--- config.mk ---
export PLATFORM = sky130hd
export DESIGN_NAME = ref_mem_loader_flat
export DESIGN_NICKNAME = d
export VERILOG_FILES = /design/src/rtl/ref_mem_loader_if.sv /design/src/rtl/ref_mem_loader.sv /design/src/flat_wrapper.sv
export SDC_FILE = /design/constraint.sdc
export NUM_CORES = 1
export LEC_CHECK = 0
export CORE_AREA = 2 2 311 313
export CTS_BUF_LIST = sky130_fd_sc_hd__clkbuf_4
export CTS_CLUSTER_SIZE = 10
export DETAILED_ROUTE_END_ITERATION = 8
export DIE_AREA = 0 0 313 315
export PLACE_DENSITY = 0.39
export SLEW_MARGIN = 30
export SYNTH_ARGS = -nofsm -noshare
export SYNTH_HDL_FRONTEND = slang
export SYNTH_SLANG_ARGS = --single-unit
--- constraint.sdc ---
create_clock -name clk -period 2.6 [get_ports clk]
set_input_delay 0.26 -clock clk [delete_from_list [all_inputs] [get_ports clk]]
set_output_delay 0.26 -clock clk [all_outputs]
set_load 0.02 [all_outputs]
--- src/rtl/ref_mem_loader_if.sv ---
// rtl/ref_mem_loader_if.sv - row-segment stream from the fetch path into the loader
interface ref_mem_loader_if #(
    parameter int PIXEL = 8
);
    logic [32*PIXEL-1:0] in_data;
    logic                in_valid;
    logic                in_ready;

    modport master (
        output in_data,
        output in_valid,
        input  in_ready
    );

    modport slave (
        input  in_data,
        input  in_valid,
        output in_ready
    );
endinterface

--- src/rtl/ref_mem_loader.sv ---
// rtl/ref_mem_loader.sv - write-side controller filling the 32-bank reference window memory
module ref_mem_loader #(
    parameter int PIXEL    = 8,
    parameter int ROWS     = 96,
    parameter int COLS_BLK = 4
) (
    input  logic                 clk,
    input  logic                 rst,
    input  logic                 start,
    input  logic [7:0]           col_start,
    input  logic [7:0]           col_num,
    ref_mem_loader_if.slave      s,
    output logic [32*PIXEL-1:0]  ref_input,
    output logic [31:0]          Bank_sel,
    output logic [7*32-1:0]      write_address_all,
    output logic                 busy,
    output logic                 ld_done
);
    localparam int             RW        = $clog2(ROWS);
    localparam logic [RW-1:0]  ROW_LAST  = RW'(ROWS - 1);
    localparam logic [7:0]     COLS_BLK8 = 8'(COLS_BLK);

    typedef enum logic [1:0] {IDLE, LOAD, DONE} state_t;

    state_t         state;
    logic [RW-1:0]  row;
    logic [7:0]     blk_idx;
    logic [7:0]     blk_num;
    logic [7:0]     col;
    logic [6:0]     wr_addr;
    logic [7:0]     num_sat;
    logic [6:0]     beat_addr;

    assign num_sat   = (col_num > COLS_BLK8) ? COLS_BLK8 : col_num;
    // Each group of 32 rows occupies one address slot per column block.
    assign beat_addr = 7'((32'(row) >> 5) * COLS_BLK + 32'(col));
    assign write_address_all = {32{wr_addr}};

    always_ff @(posedge clk) begin
        if (rst) begin
            state      <= IDLE;
            row        <= '0;
            blk_idx    <= '0;
            blk_num    <= '0;
            col        <= '0;
            wr_addr    <= '0;
            ref_input  <= '0;
            Bank_sel   <= '0;
            s.in_ready <= 1'b0;
            busy       <= 1'b0;
            ld_done    <= 1'b0;
        end else begin
            Bank_sel <= '0;
            ld_done  <= 1'b0;
            case (state)
                IDLE: begin
                    if (start) begin
                        col     <= col_start % COLS_BLK8;
                        blk_num <= num_sat;
                        row     <= '0;
                        blk_idx <= '0;
                        busy    <= 1'b1;
                        if (num_sat == 8'd0) begin
                            state   <= DONE;
                            ld_done <= 1'b1;
                        end else begin
                            state      <= LOAD;
                            s.in_ready <= 1'b1;
                        end
                    end
                end
                LOAD: begin
                    if (s.in_valid) begin
                        Bank_sel  <= 32'(1) << row[4:0];
                        ref_input <= s.in_data;
                        wr_addr   <= beat_addr;
                        if (row == ROW_LAST) begin
                            row <= '0;
                            if (blk_idx == blk_num - 8'd1) begin
                                state      <= DONE;
                                s.in_ready <= 1'b0;
                                ld_done    <= 1'b1;
                            end else begin
                                blk_idx <= blk_idx + 8'd1;
                                col     <= (col == COLS_BLK8 - 8'd1) ? 8'd0 : col + 8'd1;
                            end
                        end else begin
                            row <= row + RW'(1);
                        end
                    end
                end
                DONE: begin
                    busy  <= 1'b0;
                    state <= IDLE;
                end
                default: state <= IDLE;
            endcase
        end
    end
endmodule

--- src/flat_wrapper.sv ---
// flat-port wrapper written by rule: the top's interface ports become plain ports
module ref_mem_loader_flat 
#(
    parameter int PIXEL    = 8,
    parameter int ROWS     = 96,
    parameter int COLS_BLK = 4
)
  (clk, rst, start, col_start, col_num, ref_input, Bank_sel, write_address_all, busy, ld_done, s_in_data, s_in_valid, s_in_ready);
  ref_mem_loader_if #(.PIXEL(PIXEL)) s_i ();
  input  logic clk;
  input  logic rst;
  input  logic start;
  input  logic [7:0] col_start;
  input  logic [7:0] col_num;
  output logic [32*PIXEL-1:0] ref_input;
  output logic [31:0] Bank_sel;
  output logic [7*32-1:0] write_address_all;
  output logic busy;
  output logic ld_done;
  input wire logic [$bits(s_i.in_data)-1:0] s_in_data;
  input wire logic [$bits(s_i.in_valid)-1:0] s_in_valid;
  output wire logic [$bits(s_i.in_ready)-1:0] s_in_ready;
  assign s_i.in_data = s_in_data;
  assign s_i.in_valid = s_in_valid;
  assign s_in_ready = s_i.in_ready;
  ref_mem_loader #(.PIXEL(PIXEL), .ROWS(ROWS), .COLS_BLK(COLS_BLK)) u_core (.clk(clk), .rst(rst), .start(start), .col_start(col_start), .col_num(col_num), .s(s_i), .ref_input(ref_input), .Bank_sel(Bank_sel), .write_address_all(write_address_all), .busy(busy), .ld_done(ld_done));
endmodule
==> results.md, run 1 <==
Clock tree:
- TritonCTS built the clock tree.
- Buffers inserted during clock tree synthesis total 102.
- The clock reaches the later pin of the worst-skew pair after 0.93 ns.
- In this run the post-CTS setup repair buffer count came out at 0.
- The tree is rooted in a sky130_fd_sc_hd__clkbuf_4.
- The CTS clock-pin slew for the worst setup and hold paths is 0.06 ns.
- The H-tree was split into 3 levels.
- The TritonCTS sink count is between 300 and 400.
- The number of buffers between clock root and the deepest sink is 3.

Global routing:
- The largest net degree at the start of global routing is 143.
- The leftover overflow at the end of global routing is 0.
- The number of antenna violations at the first check in global routing is 6.
- The wire length of the first global-routing pass is 84300 um.
- The number of global-route vias before repair came to 14600.
- Global routing used about 11% of the available tracks.

Worst setup path:
- The worst setup path is captured at a flip-flop.
- The nature of the critical path startpoint is a flip-flop.
- The depth of the most critical reg-to-reg path is 9.
- The data arrival time of the worst path is 3.22 ns.
- The slowest stage cell on the critical path is sky130_fd_sc_hd__or4_4.
- The startpoint of the lowest-slack register-to-register path is u_core.blk_num[1].
- Of all nets on the critical path, the largest fanout is 4.
- At the worst endpoint, the required time is 3.36 ns.
- In this run the critical register-to-register path is captured at u_core.blk_idx[6].
- The number of buffers and inverters on the critical path is 2.
- For flop-to-flop paths, the worst setup slack is between 0.1 and 0.15 ns.
- The kind of critical path is flip-flop to flip-flop.
- The top cell family by delay on the critical path is simple AND/OR/NAND/NOR gates.
- The signal on the critical path passes through inv_1 > ha_2 > or3b_4 > or4_4 > a22oi_2 > buf_4 > a21oi_2 > o2111a_1 > mux2i_1.
- The delay contributed by the slowest stage of the critical path is 0.49 ns.

Yosys:
- The synthesized netlist occupies a cell area of between 0.01 and 0.015 mm^2.
- The per-instance average area after synthesis is ~8 um^2.
- The xor and xnor area share after synthesis is 1.04%.
- Among all cell types in the netlist, the one instantiated most often is sky130_fd_sc_hd__nand2_1.
- The gate count of the mapped netlist is 1695.
- The portion of the post-synthesis area used by sequential elements is a little under 50%.
- The synthesized netlist net count is slightly below 2000.
- Summing the areas of all compound-gate instances in the mapped netlist gives 12.7% of the synthesized area.
- By count the netlist is led by sky130_fd_sc_hd__nand2_1 (551), sky130_fd_sc_hd__dfxtp_1 (331), sky130_fd_sc_hd__a21oi_1 (274).
- The share of synthesized registers carrying an async set or reset is 0%.
- The post-synthesis adder-cell area fraction is 1.17%.
- By area the synthesized netlist is led by sky130_fd_sc_hd__dfxtp_1 (49%), sky130_fd_sc_hd__nand2_1 (15%), sky130_fd_sc_hd__buf_4 (12%), sky130_fd_sc_hd__a21oi_1 (10%), sky130_fd_sc_hd__clkbuf_1 (2.5%).
- Of the post-synthesis cell area, the dominant cell type holds around 49%.
- The number of warning messages in the yosys log is 0.
- Summing the areas of all and, or, nand and nor instances in the mapped netlist gives 20.5% of the synthesized area.
- The number of flip-flops and latches in the synthesized netlist is 331.
- The flip-flop cell with the highest count after synthesis is sky130_fd_sc_hd__dfxtp_1.
- Measured against the total synthesized area, the mux share comes to 0.148%.
- After synthesis, the largest family of logic cells by area is simple AND/OR/NAND/NOR gates.
- The count of flip-flops with a built-in enable after synthesis is 0.
- The biggest area contributor in the post-synthesis netlist is sky130_fd_sc_hd__dfxtp_1.
- Yosys mapped the design onto 53 distinct sky130hd cell types.

Pwr:
- In this run the static leakage power is around 9.5 nW.
- The areal power density over the cells is 504 mW/mm^2.
- The worst IR drop on VDD is 0.000252 V.

Placed design:
- The post-place instance area is between 0.02 and 0.025 mm^2.
- The number of port buffers is around 800.
- The half-perimeter wire length of the detailed placement result is 40100 um.
- Routability-driven placement finished with a final weighted congestion of 0.761.
- The cell total after placement is 3480.
- The post-placement worst setup slack is around 0.10 ns.

Job:
- The max-capacitance violation count is 0.

Timing:
- The number of pins exceeding their max-slew limit in the final report is 0.
- The share of the cycle needed by the critical path after routing is 94.5%.
- The fmax is 407 MHz.
- Clock skew on the completed layout was measured at 0.0577 ns.
- The final worst-path setup slack is 0.142 ns.
- In this run the tightest slew margin relative to its limit is about 37%.
- At the pin with the least slew margin, the transition time is 0.950 ns.
- The total negative setup slack is 0 ns.
- The worst hold slack after final layout is 0.232 ns.
- The setup violation total in the final timing report is 0.
- The clock period minus final worst setup slack is between 2 and 2.5 ns.
- The number of hold-slack violations in the final timing report came to 0.

Drt:
- The count of nets left with antenna violations after detail routing is 0.
- The total iterations of the first detailed-routing run is 4.
- The final routed DRC violation total is 0.
- After detailed routing, the total wire length is around 57000 um.
- In the final routed layout, each cell accounts on average for 14.5 um.
- The starting DRC count in detailed routing is 489.
- The routed via count divided by cell count is between 3 and 4.
- Across all layers, the routed design uses around 14000 vias.

Hold path:
- The worst min-delay path endpoint is u_core.state[0].
- The startpoint identified for the worst hold timing path is s_in_valid.
- Along the worst hold path, the cell count comes to 4.
- The worst hold path belongs to the class input port to flip-flop.

Floorplanning:
- The count of standard-cell rows is around 110.
- The overall die area is 0.0986 mm^2.
- The die is about 310 um wide.
- The vertical die dimension is 315 um.
- For this configuration, the core starts out at a cell density of 14.1%.
- The placeable core region is 0.0957 mm^2.
- 791 I/O pins were placed.

Layout:
- For this run, the number of standard cells in the final layout without fillers is between 3000 and 4000.
- The cell area after layout is 0.0250 mm^2.
- Compared with the post-synthesis result, the final layout area differs by 85.5%.
- The post-route netlist has under 10% of its cells at a drive strength greater than 1.
- After the last flow step, the layout net total stands at between 2000 and 3000.

Status:
- The run finished with clean final reports.
state kept, by name (all words and copies together), names as in the netlist:
name and flops:
u_core.ld_done 1, u_core.state 2, u_core.blk_idx 8, u_core.Bank_sel 32
u_core.busy 1, u_core.s.in_ready 1, u_core.col 8, u_core.ref_input 256
u_core.row 7, u_core.blk_num 8, u_core.wr_addr 7
tightest hold or removal path: stages:
cell,delay (ns)
sky130_fd_sc_hd__clkdlybuf4s50_1,0.44
sky130_fd_sc_hd__inv_1,0.14
sky130_fd_sc_hd__o31ai_1,0.09
sky130_fd_sc_hd__a21oi_1,0.13
worst max path at each step:
stage / cells past startpoint / to / from / slack (ns)
final: 9 / u_core.blk_idx[6] / u_core.blk_num[1] / 0.14
after global routing: 2 / write_address_all[60] / u_core.wr_addr[4] / -0.0006
after CTS: 2 / write_address_all[207] / u_core.wr_addr[4] / 0.0008
after detailed placement: 7 / u_core.blk_idx[4] / start / 0.10
after global placement: 7 / u_core.blk_idx[4] / start / 0.13
after floorplan: 8 / u_core.s.in_ready / u_core.blk_num[0] / 0.24
per-layer routing:
metal | vias up | track usage, % | part of all wire (%)
li1 | 7067 | - | -
met1 | 6637 | 11.2 | 37
met2 | 513 | 19.5 | 51
met3 | 117 | 4.41 | 8.5
met4 | 4 | 5.11 | 3.3
met5 | - | 0 | 0.047
layout by cell type, fill, tap and decap left out, types with 2 or more instances in the layout:
master,count
sky130_fd_sc_hd__a211oi_1,8
sky130_fd_sc_hd__a21oi_1,273
sky130_fd_sc_hd__a22oi_1,3
sky130_fd_sc_hd__a31oi_1,4
sky130_fd_sc_hd__a32oi_1,2
sky130_fd_sc_hd__and3_1,10
sky130_fd_sc_hd__buf_12,8
sky130_fd_sc_hd__buf_4,29
sky130_fd_sc_hd__buf_6,3
sky130_fd_sc_hd__clkbuf_4,135
sky130_fd_sc_hd__clkdlybuf4s50_1,638
sky130_fd_sc_hd__clkinv_1,29
sky130_fd_sc_hd__clkinv_2,4
sky130_fd_sc_hd__clkinvlp_4,4
sky130_fd_sc_hd__dfxtp_1,331
sky130_fd_sc_hd__diode_2,4
sky130_fd_sc_hd__dlygate4sd2_1,145
sky130_fd_sc_hd__dlygate4sd3_1,262
sky130_fd_sc_hd__ha_1,10
sky130_fd_sc_hd__inv_1,15
sky130_fd_sc_hd__mux2i_1,2
sky130_fd_sc_hd__nand2_1,551
sky130_fd_sc_hd__nand2b_1,5
sky130_fd_sc_hd__nand3_1,13
sky130_fd_sc_hd__nand3b_1,2
sky130_fd_sc_hd__nand4_1,5
sky130_fd_sc_hd__nor2_1,56
sky130_fd_sc_hd__nor2b_1,2
sky130_fd_sc_hd__nor3_1,10
sky130_fd_sc_hd__nor3b_1,5
sky130_fd_sc_hd__nor4_1,2
sky130_fd_sc_hd__o211ai_1,2
sky130_fd_sc_hd__o21ai_0,7
sky130_fd_sc_hd__o22ai_1,2
sky130_fd_sc_hd__o31ai_1,6
sky130_fd_sc_hd__or3_1,6
sky130_fd_sc_hd__or4_1,5
sky130_fd_sc_hd__xnor2_1,10
sky130_fd_sc_hd__xor2_1,6
what timing repair did:
action / 4_1_cts / 5_1_grt
pin swaps: 0 / 2
hold endpoints to repair: 303 / 0
gates resized for setup: 148 / 8
gates cloned: 0 / 0
hold buffers: 262 / 0
setup endpoints to repair: 192 / 10
through the flow:
step | util, % | power (mW)
3_3_place_gp | 22.3 | 7.46
4_1_cts | 26.1 | 13.0
3_5_place_dp | 22.3 | 7.48
6_report | 26.2 | 12.6
5_1_grt | 26.1 | 13.4
2_1_floorplan | - | 6.41
power breakdown:
part / leakage, nW / total, mW / switching [mW] / internal (mW)
Sequential: 2.69 / 5.35 / 0.0998 / 5.25
Clock: 0.706 / 4.99 / 2.49 / 2.50
Combinational: 6.07 / 2.28 / 1.08 / 1.20
Total: 9.46 / 12.6 / 3.67 / 8.95
cells by family after synthesis:
logic type      after synthesis
flops                       331
mux                           2
simple gates                684
fa+ha+maj                    12
compound gates              320
xor+xnor                     16
buf+inv                     330
cell type report:
class / count / area (um^2)
fill: 10500 / 70700
timing repair buffer: 1086 / 10700
sequential: 331 / 6630
multi-input combinational: 1034 / 4820
tap: 1276 / 1600
clock buffer: 135 / 1010
clock inverter: 40 / 201
inverter: 15 / 56.3
antenna: 4 / 10.0
No activity file was read; power rests on OpenSTA's default activity.
==> run 2, diff against run 1 <==
--- a/config.mk
+++ b/config.mk
@@ -5,12 +5,12 @@
 export SDC_FILE = /design/constraint.sdc
 export NUM_CORES = 1
 export LEC_CHECK = 0
-export CORE_AREA = 2 2 311 313
+export CORE_AREA = 10 10 301 303
 export CTS_BUF_LIST = sky130_fd_sc_hd__clkbuf_4
 export CTS_CLUSTER_SIZE = 10
 export DETAILED_ROUTE_END_ITERATION = 8
-export DIE_AREA = 0 0 313 315
-export PLACE_DENSITY = 0.39
+export DIE_AREA = 0 0 311 313
+export PLACE_DENSITY = 0.43
 export SLEW_MARGIN = 30
 export SYNTH_ARGS = -nofsm -noshare
 export SYNTH_HDL_FRONTEND = slang
==> run 2 against run 1 <==
Compared with the run above:
- routed wire length rose by 9.6%
- clock skew fell by 0.033 ns
- clock-buffer cell count rose by 9
- global-route usage rose by 1.3 points
- register-to-register slack improved by 0.03 ns
- clock power barely moved
- critical path type unchanged
- critical endpoint unchanged
==> results.md, run 2 (synthesis gave the netlist of run 1 again) <==
Hold path:
- The worst min-delay path class is input port to flip-flop.
- The origin of the worst min-delay path is s_in_valid.
- The worst min-delay path endpoint is u_core.state[0].
- Counting instances, the worst hold path has a depth of 4.

Floorplanning:
- The floorplan has roughly 110 rows.
- For this design the top-level I/O count stands at 791.
- The core region is 0.0846 mm^2.
- The vertical die dimension is ~310 um.
- The overall die area is 0.0973 mm^2.
- The initial utilization of the core area, before any placement, comes to 15.9%.
- From left edge to right edge, the die measures 311 um.

Worst setup path:
- The largest fanout on the critical path is 4.
- The worst register-to-register path has a setup slack of 0.17 ns.
- The startpoint of the lowest-slack register-to-register path is u_core.blk_num[1].
- Measured in cells, the most critical reg-to-reg path has a length of 9.
- The data arrival time of the worst path is about 3.2 ns.
- In this run the critical register-to-register path is captured at u_core.blk_idx[6].
- STA classifies the critical path startpoint as a flip-flop.
- The kind of critical path is flip-flop to flip-flop.
- The element type at the critical path end is a flip-flop.
- The worst endpoint required time is 3.35 ns.

Drt:
- After detailed routing, the number of vias per cell comes to 3.83.
- In the routed design, unresolved DRC markers number 0.
- The final wirelength is roughly 62000 um.
- The count of vias placed by the detailed router is 14600.
- The detailed router finished its first iteration with 606 violations.
- The first TritonRoute pass finished after 4 iterations.
- The count of nets left with antenna violations after detail routing is 0.
- After detailed routing, the average wire length per cell comes to 16.4 um.

Global routing:
- Entering global routing, the biggest net connects between 100 and 150 pins.
- The number of global-route vias before repair was 15700.
- The number of antenna violations at the first check in global routing was 8.
- The leftover overflow at the end of global routing is 0.
- The wire length of the first global-routing pass is 94100 um.
- Global routing used 12.3% of the available tracks.

Pwr:
- For this design the static power due to leakage is 9.60 nW.
- VDD sags by at most 0.000343 V.
- The areal power density over the cells is ~510 mW/mm^2.

Timing:
- On the final layout, the worst hold slack is 0.264 ns.
- For the pin with the worst max-slew slack, the measured transition is 0.834 ns.
- In the finished design, the share of the clock period the worst path needs comes to 93.5%.
- Setup repair after global routing left no endpoint under its margin.
- Counting I/O delays and the setup requirement, the final critical path takes 2.43 ns.
- The fmax is 411 MHz.
- The worst slew slack as a fraction of its limit is 44.4%.
- Setup violations remaining at the end of the flow were counted as 0.
- Setup total negative slack on the finished layout was measured at 0 ns.
- Clock skew on the completed layout was measured at 0.0246 ns.
- The number of hold-slack violations in the final timing report is 0.
- The number of pins exceeding their max-slew limit in the final report came to 0.

Layout:
- The library cells used most frequently in the layout, excluding fill and tap cells, are sky130_fd_sc_hd__clkdlybuf4s50_1 (624), sky130_fd_sc_hd__nand2_1 (551), sky130_fd_sc_hd__dfxtp_1 (330).
- The net count of the finished layout is 2855.
- The layout-stage area growth over the synthesis result is 84.5%.
- The finished cells cover 0.0249 mm^2.
- The register with the most flip-flops in the layout has about 260 of them.
- u_core.ref_input holds more flip-flops than any other register.
- The most frequent standard cell in the layout excluding fill and tap cells is sky130_fd_sc_hd__clkdlybuf4s50_1.
- In the final layout, the registers with the most flip-flops are u_core.ref_input: 256 flops, u_core.Bank_sel: 32 flops.
- The number of standard cells in the layout, taps in and fillers out is around 3800.
- The post-route netlist has 7.71% of its cells at a drive strength greater than 1.

Placed design:
- The post-place instance area is 0.0212 mm^2.
- After detailed placement, the design holds a cell count of 3348.
- The half-perimeter wire length of the detailed placement result is between 40000 and 50000 um.
- In this run the tool buffered the top-level ports with 784 buffer cells.
- The routability congestion estimate is 0.787.

Clock tree:
- In this run the number of H-tree levels came out at 3.
- The TritonCTS sink count is 331.
- The number of buffers created by CTS is 100.
- The longest clock path from root to sink contains 3 buffers.
- TritonCTS built the clock tree.
- The CTS clock-pin slew for the worst setup and hold paths is 0.07 ns.
- The clock insertion delay at the later pin of the skew report is 0.85 ns.
- The root buffer cell is sky130_fd_sc_hd__clkbuf_4.

Status:
- The flow ran to the end, and the final reports show no timing, DRC or antenna violations.

Job:
- The max-capacitance violation count is 0.
==> run 2: cell types whose count changed in the layout (fill, tap and decap cells not counted), moves of 3 or more <==
cell                              before  now
sky130_fd_sc_hd__clkbuf_4            135  144
sky130_fd_sc_hd__clkdlybuf4s50_1     638  624
sky130_fd_sc_hd__clkinv_2              4    7
sky130_fd_sc_hd__clkinvlp_4            4    1
sky130_fd_sc_hd__diode_2               4    7
sky130_fd_sc_hd__dlygate4sd2_1       145  157
==> run 2: final cells by class <==
cell class / instances / area, um^2
flip-flops and latches: 331 / 6630
clock buffers: 144 / 1080
diodes: 7 / 17.5
multi-input cells: 1034 / 4810
inverters: 15 / 56.3
clock inverters: 38 / 155
repair buffers: 1085 / 10700
well taps: 1144 / 1430
fillers: 9092 / 59700
==> run 2: repair_timing <==
item                       4_1_cts  5_1_grt
resized for setup              161        5
setup endpoints to repair      222       12
setup buffers                    0        0
hold endpoints to repair       315        0
gates cloned                     0        0
pin swaps                        0        1
hold buffers                   261        0
==> run 2: how the worst max path moves through the flow <==
| stage | startpoint | end | cells past startpoint |
|---|---|---|---|
| final | u_core.blk_num[1] | u_core.blk_idx[6] | 9 |
| after global placement | start | u_core.blk_idx[4] | 7 |
| after detailed placement | start | u_core.blk_idx[4] | 7 |
| after global routing | u_core.wr_addr[2] | write_address_all[156] | 2 |
| after floorplan | u_core.blk_num[0] | u_core.s.in_ready | 8 |
| after CTS | u_core.wr_addr[2] | write_address_all[16] | 2 |
==> run 2: worst max-delay path, cell delays in order, from the launching register on <==
cell and delay, ns:
sky130_fd_sc_hd__dfxtp_1 0.33, sky130_fd_sc_hd__inv_1 0.06, sky130_fd_sc_hd__ha_1 0.15, sky130_fd_sc_hd__or3b_4 0.40
sky130_fd_sc_hd__or4_1 0.49, sky130_fd_sc_hd__a22oi_2 0.25, sky130_fd_sc_hd__buf_4 0.16, sky130_fd_sc_hd__a21oi_1 0.11
sky130_fd_sc_hd__o2111a_1 0.27, sky130_fd_sc_hd__mux2i_1 0.12
==> run 2: where the power goes <==
group | internal [mW] | total [mW] | switching [mW]
registers | 5.25 | 5.36 | 0.102
logic | 1.20 | 2.31 | 1.11
clock network | 2.54 | 4.99 | 2.45
total | 8.99 | 12.7 | 3.66
==> run 2: routing by layer <==
layer	vias to the layer above	track usage [%]	share of wire, %
met5	-	0	0
met3	121	6.03	11
met2	627	21.6	50
li1	7092	-	-
met1	6713	11.9	36
met4	0	6.11	3.7
==> run 2: stage by stage <==
stage                     setup slack (ns)  util (%)  power (mW)
after CTS                        0.0000369      29.4        13.0
after global placement               0.137      25.0        7.50
after floorplan                      0.241         -        6.41
after detailed placement            0.0969      25.0        7.51
after global routing              0.000702      29.4        13.4
final                                0.168      29.4        12.7
==> run 3, diff against run 2 <==
--- a/config.mk
+++ b/config.mk
@@ -5,12 +5,14 @@
 export SDC_FILE = /design/constraint.sdc
 export NUM_CORES = 1
 export LEC_CHECK = 0
-export CORE_AREA = 10 10 301 303
+export CELL_PAD_IN_SITES_DETAIL_PLACEMENT = 0
+export CELL_PAD_IN_SITES_GLOBAL_PLACEMENT = 1
+export CORE_AREA = 10 10 303 305
 export CTS_BUF_LIST = sky130_fd_sc_hd__clkbuf_4
 export CTS_CLUSTER_SIZE = 10
 export DETAILED_ROUTE_END_ITERATION = 8
-export DIE_AREA = 0 0 311 313
-export PLACE_DENSITY = 0.43
+export DIE_AREA = 0 0 313 315
+export PLACE_DENSITY = 0.55
 export SLEW_MARGIN = 30
 export SYNTH_ARGS = -nofsm -noshare
 export SYNTH_HDL_FRONTEND = slang
==> run 3 against run 2 <==
Compared with the run above:
- clock skew grew 0.034 ns
- critical endpoint is now u_core.blk_idx[2]
- critical path depth is the same
- routed wire length is 0.35% lower
==> results.md, run 3 (synthesis gave the netlist of run 1 again) <==
Status:
- The run finished with clean final reports.

Layout:
- At the end of the flow the core is filled with cells to 29.1%.
- The fraction of layout cells with a size suffix above 1 is under 10%.
- In the layout the commonest cells are sky130_fd_sc_hd__clkdlybuf4s50_1 (676), sky130_fd_sc_hd__nand2_1 (551), sky130_fd_sc_hd__dfxtp_1 (330).
- Ranked by flip-flop count, first place goes to u_core.ref_input.
- In the final layout, the registers with the most flip-flops are u_core.ref_input: 256 flops, u_core.Bank_sel: 32 flops.
- The register with the most flip-flops in the layout has 256 of them.
- The layout-stage area growth over the synthesis result is 85.5%.
- The library cell used most frequently in the layout, excluding fill and tap cells, is sky130_fd_sc_hd__clkdlybuf4s50_1.
- In the final design database the tool counted 2853 nets.

Worst setup path:
- The worst endpoint required time is 3.32 ns.
- The element type at the critical path end is a flip-flop.
- The flop-to-flop setup slack is 0.11 ns.
- The worst setup path is launched from a flip-flop.
- The kind of critical path is flip-flop to flip-flop.
- Data arrives at the worst endpoint at 3.21 ns.
- The largest fanout on the critical path is 4.

Clock tree:
- The root buffer cell chosen for the clock tree is sky130_fd_sc_hd__clkbuf_4.
- The later pin in the worst-skew pair is clocked with a latency of roughly 0.84 ns.
- Buffers inserted during clock tree synthesis total 99.
- Post-CTS timing repair inserted 0 buffers for setup.
- After clock tree synthesis, the clock-pin slew on the worst setup and hold paths is about 0.060 ns.
- The CTS tree is done.
- The TritonCTS sink count is 331.
- The number of buffers between clock root and the deepest sink is 3.
- The H-tree generated during clock tree synthesis spans 3 levels.

Floorplanning:
- The floorplan step set the die width to 313 um.
- Once the floorplan was initialized, standard cells occupied 15.7% of the core.
- The die covers 0.0986 mm^2.
- The placeable core region is ~0.086 mm^2.
- The floorplan step set the die height to between 300 and 400 um.
- In this run the core area contains 108 standard-cell rows.
- Pin placement for this block handled approximately 790 I/O pins.

Placed design:
- In this run the tool buffered the top-level ports with 784 buffer cells.
- Timing analysis after detailed placement gives a worst setup slack of 0.0498 ns.
- The HPWL after detailed placement is 45600 um.
- The routability congestion estimate is approximately 0.76.

Global routing:
- The number of global-route vias before repair came to 15200.
- The largest net degree at the start of global routing is 128.
- The number of antenna violations at the first check in global routing was 8.
- The wire length of the first global-routing pass is 92100 um.
- Global routing consumed, over all layers together, 11.8% of the routing resources.
- For this run the aggregate overflow at the end of global routing stands at 0.

Timing:
- The number of pins exceeding their max-slew limit in the final report is 0.
- Once routing completed, OpenROAD measured the worst setup slack at 0.107 ns.
- The number of hold-slack violations in the final timing report is 0.
- The smallest clock period supported by the final layout is computed as 2.49 ns.
- The setup violation total in the final timing report is 0.
- The worst pin sits at a relative slew slack of 56.2%.
- The clock arrives with 0.0582 ns of skew.
- Timing would allow up to 401 MHz.
- The share of the cycle needed by the critical path after routing is 95.9%.
- At the pin with the least slew margin, the transition time is 0.658 ns.

Drt:
- Across all layers, the routed design uses between 10000 and 15000 vias.
- The detail route stage leaves a number of antenna-violating nets equal to 0.
- After detailed routing, the number of vias per cell comes to 3.80.
- For this block, the initial DRC count from the detailed router was between 500 and 600.
- After detailed routing, the number of remaining DRC violations is 0.
- In the final routed layout, each cell accounts on average for 16.4 um.
- For this run, the detailed router's first-pass iteration total came to 5.
- Summed over all layers, the routed wires come to 62100 um.

Pwr:
- Summing internal, switching and leakage power gives 12.5 mW.
- VDD sags by at most 0.000328 V.
- The static leakage is 9.91 nW.
- In this run the power density over the cells is 498 mW/mm^2.

Job:
- The tool flagged a number of max-cap violations equal to 0.

Hold path:
- The worst min-delay path class is input port to flip-flop.
==> run 3: cell type report <==
cell class,instances,area [um^2]
antenna,6,15.0
multi-input combinational,1034,4820
clock inverter,33,153
fill,9228,60900
inverter,15,56.3
tap,1155,1450
timing repair buffer,1084,10900
clock buffer,133,998
sequential,331,6630
==> run 3: timing repair <==
item / 4_1_cts / 5_1_grt
hold buffers: 258 / 0
pin swaps: 0 / 1
setup endpoints to repair: 156 / 122
hold endpoints to repair: 277 / 0
gates cloned: 0 / 0
gates resized for setup: 61 / 54
==> run 3: layer usage <==
layer	global-route usage, %	wire length (um)	part of all wire (%)
met1	12.2	23600	38
met2	20.5	30600	49
met3	5.91	6470	10
met4	3.90	1360	2.2
met5	0	42	0.068
==> run 3: stage by stage <==
stage          setup TNS, ns  std cells  area [um^2]  hold slack [ns]
6_report                   0       3791        25000            0.150
5_1_grt               -0.608       3791        25000           0.0167
4_1_cts                    0       3785        24900          0.00317
3_5_place_dp               0       3361        21200            0.446
3_3_place_gp               0       3361        21200            0.442
2_1_floorplan              0       1695        13500            0.396
==> run 3: final timing paths <==
kind,endpoint,cells past startpoint,from
setup / recovery,u_core.blk_idx[2],9,u_core.blk_num[1]
setup reg to reg,u_core.blk_idx[2],9,u_core.blk_num[1]
hold reg to reg,u_core.ref_input[100],2,u_core.ref_input[100]
hold / removal,u_core.ref_input[223],3,s_in_data[223]
==> run 3: where the power goes <==
group | internal [mW] | switching, mW
Clock | 2.37 | 2.41
Sequential | 5.25 | 0.100
Combinational | 1.21 | 1.11
Total | 8.83 | 3.62
==> run 3: worst max-delay path: stages (launching register included) <==
cell and delay, ns:
sky130_fd_sc_hd__dfxtp_1 0.31, sky130_fd_sc_hd__inv_1 0.08, sky130_fd_sc_hd__ha_4 0.15, sky130_fd_sc_hd__or3b_4 0.39
sky130_fd_sc_hd__or4_1 0.50, sky130_fd_sc_hd__a22oi_2 0.22, sky130_fd_sc_hd__buf_4 0.15, sky130_fd_sc_hd__a2111oi_0 0.09
sky130_fd_sc_hd__a211o_1 0.29, sky130_fd_sc_hd__and3_1 0.19
